$ cat config.mk
export PLATFORM = sky130hd
export DESIGN_NAME = izh_synapse
export DESIGN_NICKNAME = d
export VERILOG_FILES = /design/src/rtl/izh_synapse.sv
export SDC_FILE = /design/constraint.sdc
export NUM_CORES = 1
export LEC_CHECK = 0
export CAP_MARGIN = 20
export CORE_MARGIN = 1
export CORE_UTILIZATION = 54
export CTS_CLUSTER_DIAMETER = 120
export DETAILED_ROUTE_END_ITERATION = 16
export DONT_BUFFER_PORTS = 1
export PLACE_DENSITY = 0.72
export RECOVER_POWER = 50
export SLEW_MARGIN = 30
export SYNTH_ARGS = -nofsm -noshare
export SYNTH_HDL_FRONTEND = slang
export SYNTH_SLANG_ARGS = --single-unit
$ cat constraint.sdc
create_clock -name clk -period 5 [get_ports clk]
set_input_delay 0.5 -clock clk [delete_from_list [all_inputs] [get_ports clk]]
set_output_delay 0.5 -clock clk [all_outputs]
set_load 0.02 [all_outputs]
$ cat src/rtl/izh_synapse.sv
// izh_synapse: spike-edge triggered synapse with axonal delay line and decaying saturating current.
module izh_synapse #(
  parameter int WIDTH     = 20,
  parameter int FR_WIDTH  = 11,
  parameter int DELAY     = 4,
  parameter int TAU_SHIFT = 4,
  parameter int CNT_WIDTH = 16
) (
  input  logic                        clk,
  input  logic                        reset,
  input  logic                        spike_in,
  input  logic signed [WIDTH-1:0]     weight,
  output logic signed [WIDTH-1:0]     isyn,
  output logic        [CNT_WIDTH-1:0] spike_count,
  output logic                        sat
);
  localparam logic signed [WIDTH+1:0] max_v = {3'b000, {(WIDTH-1){1'b1}}};
  localparam logic signed [WIDTH+1:0] min_v = {3'b111, {(WIDTH-1){1'b0}}};
  if (DELAY < 1 || DELAY > 16 || FR_WIDTH >= WIDTH) begin : g_bad_params
    $error("izh_synapse: illegal parameter set");
  end
  logic                         spike_prev, rise;
  logic [DELAY-1:0]             vld;
  logic [DELAY-1:0][WIDTH-1:0]  wgt;
  logic signed [WIDTH-1:0]      d, dec;
  logic signed [WIDTH+1:0]      sum, arr;
  logic                         clip_hi, clip_lo;
  always_comb begin
    rise = spike_in & ~spike_prev;
    d = isyn >>> TAU_SHIFT;
    // floor shift never brings small positives to zero, so force a unit step
    dec = (d == '0 && isyn > 0) ? {{(WIDTH-1){1'b0}}, 1'b1} : d;
    arr = vld[DELAY-1] ? {{2{wgt[DELAY-1][WIDTH-1]}}, wgt[DELAY-1]} : '0;
    sum = {{2{isyn[WIDTH-1]}}, isyn} - {{2{dec[WIDTH-1]}}, dec} + arr;
    clip_hi = sum > max_v;
    clip_lo = sum < min_v;
  end
  always_ff @(posedge clk) begin
    if (reset) begin
      spike_prev  <= 1'b0;
      vld         <= '0;
      wgt         <= '0;
      isyn        <= '0;
      spike_count <= '0;
      sat         <= 1'b0;
    end else begin
      spike_prev <= spike_in;
      for (int i = DELAY - 1; i > 0; i--) begin
        vld[i] <= vld[i-1];
        wgt[i] <= wgt[i-1];
      end
      vld[0]      <= rise;
      wgt[0]      <= rise ? weight : '0;
      isyn        <= clip_hi ? max_v[WIDTH-1:0] : clip_lo ? min_v[WIDTH-1:0] : sum[WIDTH-1:0];
      sat         <= clip_hi | clip_lo;
      spike_count <= spike_count + CNT_WIDTH'(rise);
    end
  end
endmodule

==> qor.yml <==
sta:
  fin_hold_ws_ns: 0.0795
  finalSetupTns_ns: -5.38
  setup_violations: 20
  worst_pin_slew_ns: 0.958
  hold_violations: 0
  period_minus_slack_ns: 5.31
  period_share_pct: 106
  timing.fmax_mhz: 188
  final.setup.worst_slack_ns: -0.309
  rsz0062_at_grt: "yes"
  slew_violations: 0
  relSlewSlack_pct: 36.0
  finalClockSkew_ns: 0.00986
setup_path:
  crit_family: "compound AO/OA/AOI/OAI gates"
  critPathCaptureType: "flip-flop"
  worstPathMaxFanout: 4
  cp.arrival_ns: 5.69
  critPathKind: "flip-flop to flip-flop"
  path_buf_inv: 4
  slowest_delay_ns: 0.39
  slowest_stage: "a221o_1"
  cp-start-kind: "flip-flop"
  crit_required_ns: 5.38
place:
  dp_cells: 740
  dp_hpwl_um: 7400
  placed_area_um2: 6110
  portBuffers: 0
  gp_congestion: 0.857
  post-place-ws_ns: -0.277
synth:
  syn_nets: 652
  synth-main-ff-cell: "dfxtp_1"
  ys_top_cells_by_count: "122 x dfxtp_1, 69 x nor2b_1, 43 x ha_1"
  synth_cells: 584
  synth_area_leaders: "dfxtp_1 43%, ha_1 9.6%, nor2b_1 7.7%"
  async_reset_ff_share_pct: 0
  synth_top_area_share_pct: 43.4
  seq_area_frac_synth_pct: 43.4
  synth_edf_count: 0
  synth.avg_cell_area_um2: 9.63
  yosys_warnings: 0
  synth_most_common_cell: "dfxtp_1"
  ys_ff_latch: 122
  yosysTopAreaCell: "dfxtp_1"
  ys_types: 53
  syn_area_um2: 5620
global_routing:
  gr-total-overflow: 0
  grt_pass1_vias: 3742
  antenna_found_initial: 0
  grt_pass1_wl_um: 17300
  grt_max_degree: 84
  groute.usage.overall_pct: 20.3
detailed_routing:
  wl_per_cell_um: 13.3
  drtIter0Drc: 123
  num_vias: 3950
  ant_nets: 0
  drt_first_pass_iters: 6
  viasPerCell: 5.03
  drt-total-wl_um: 10500
  drc: 0
clock_network:
  cts_buffers: 17
  root_buffer: "clkbuf_8"
  htreeDepth: 4
  cts_max_path_buffers: 2
  clkLatencyLatePin_ns: 0.50
  cts_tree: "built"
  clock_sinks: 122
  path_clk_slew_ns: 0.06
layout:
  drive_gt1_share_pct: 21.9
  finish.utilization_pct: 70.0
  diodes: 0
  final_cells: 785
  syn_to_final_growth_pct: 23.8
  design_area_um2: 6960
  nets: 707
pwr:
  switching_share_pct: 39.0
  p_int_mw: 3.00
  power.total_mw: 4.92
  clockPowerShare_pct: 23.8
  leakage_nw: 3.14
  pwr_density_cell_nw_per_um2: 707
  p_switching_mw: 1.92
  comb_power_share_pct: 53.9
  power_frac_seq_pct: 22.3
  vdd_drop_max_mv: 0.388
min_path:
  hp-class: "input pin to flip-flop"
status:
  violations: "negative setup slack"
  status: "finished with violations"
floorplanning:
  core_area_um2: 9950
  initial_core_util_pct: 56.5
  ios: 60
  die_x_um: 104
  fp-row-count: 36
  die_area_um2: 10800
  die_y_um: 104
flow_run:
  maxCapViolCount: 0
==> power groups by stage <==
| stage | logic (mW) | registers, mW | clock network [mW] |
|---|---|---|---|
| 6_report | 2.65 | 1.10 | 1.17 |
| 5_1_grt | 2.87 | 1.11 | 1.25 |
| 4_1_cts | 2.55 | 1.10 | 1.19 |
| 3_5_place_dp | 2.32 | 1.12 | 0 |
| 3_3_place_gp | 2.27 | 1.12 | 0 |
| 2_1_floorplan | 1.61 | 1.20 | 0 |
==> sequential cells by signal (all words and copies together) (netlist names) <==
register / cells
wgt: 80
spike_prev: 1
spike_count: 16
sat: 1
isyn: 20
vld: 4
==> final cells by class <==
type,instances,area (µm²)
fill,730,2990
clock buffer,18,428
multi-input combinational,409,3100
sequential,122,2450
clock inverter,14,161
timing repair buffer,57,543
inverter,32,123
tap,133,166
==> metal layers <==
layer  GRT usage (%)  share of wire (%)  routed length, µm
met1            24.8                 47               4890
met4            7.04               0.78                 82
met5               0                  0                  0
met2            33.7                 49               5110
met3            6.33                3.6                374
==> worst register-to-register path, delay by kind of cell, from the launching register on <==
kind                     cells  cell delay, ns
adder cells (fa/ha/maj)      4            0.97
flip-flops                   1            0.35
AND/OR/NAND/NOR              5            0.58
buffers and inverters        4            0.41
AO/OA/AOI/OAI               13            2.63
XOR/XNOR                     2            0.27
==> worst paths after layout <==
kind | from | end | slack, ns | cells past startpoint
max reg2reg | isyn[19]$_SDFF_PP0_ | isyn[13]$_SDFF_PP0_ | -0.31 | 28
min reg2reg | wgt[52]$_SDFF_PP0_ | wgt[72]$_SDFF_PP0_ | 0.43 | 1
max | isyn[19]$_SDFF_PP0_ | isyn[13]$_SDFF_PP0_ | -0.31 | 28
min | reset | wgt[61]$_SDFF_PP0_ | 0.08 | 1
==> kinds of logic (layout without fill, tap and decap cells) <==
family	Yosys count	count (layout)	synth area share [%]
AO/OA/AOI/OAI	105	105	14.0
AND/OR/NAND/NOR	215	215	21.3
flip-flops	122	122	43.4
buffers and inverters	53	121	3.80
adder cells (fa/ha/maj)	45	45	10.3
XOR/XNOR	44	44	7.19
==> layout by cell type (no fill, tap or decap), types with 5 or more instances in the layout <==
master,count
a21oi_2,5
dfxtp_1,120
nor2_1,28
clkbuf_16,17
xnor2_1,20
o21ai_2,16
o21a_1,6
nand2_1,21
inv_1,29
o21ai_0,13
nor4_1,5
nand2b_1,6
nor2b_1,69
a21oi_1,17
nor3_1,5
and3_1,26
ha_1,41
and2_1,23
xor2_1,22
nor3_2,5
nand3_1,15
buf_4,48
a21o_1,13
a31oi_1,5
==> what timing repair did <==
item / 4_1_cts / 5_1_grt
buffers inserted: 5 / 5
hold buffers: 0 / 0
pin swaps: 18 / 3
resized for setup: 26 / 3
cloned: 2 / 1
endpoints found under the hold margin: 0 / 0
setup endpoints to repair: 20 / 21
(Power assumes the default switching activity.)
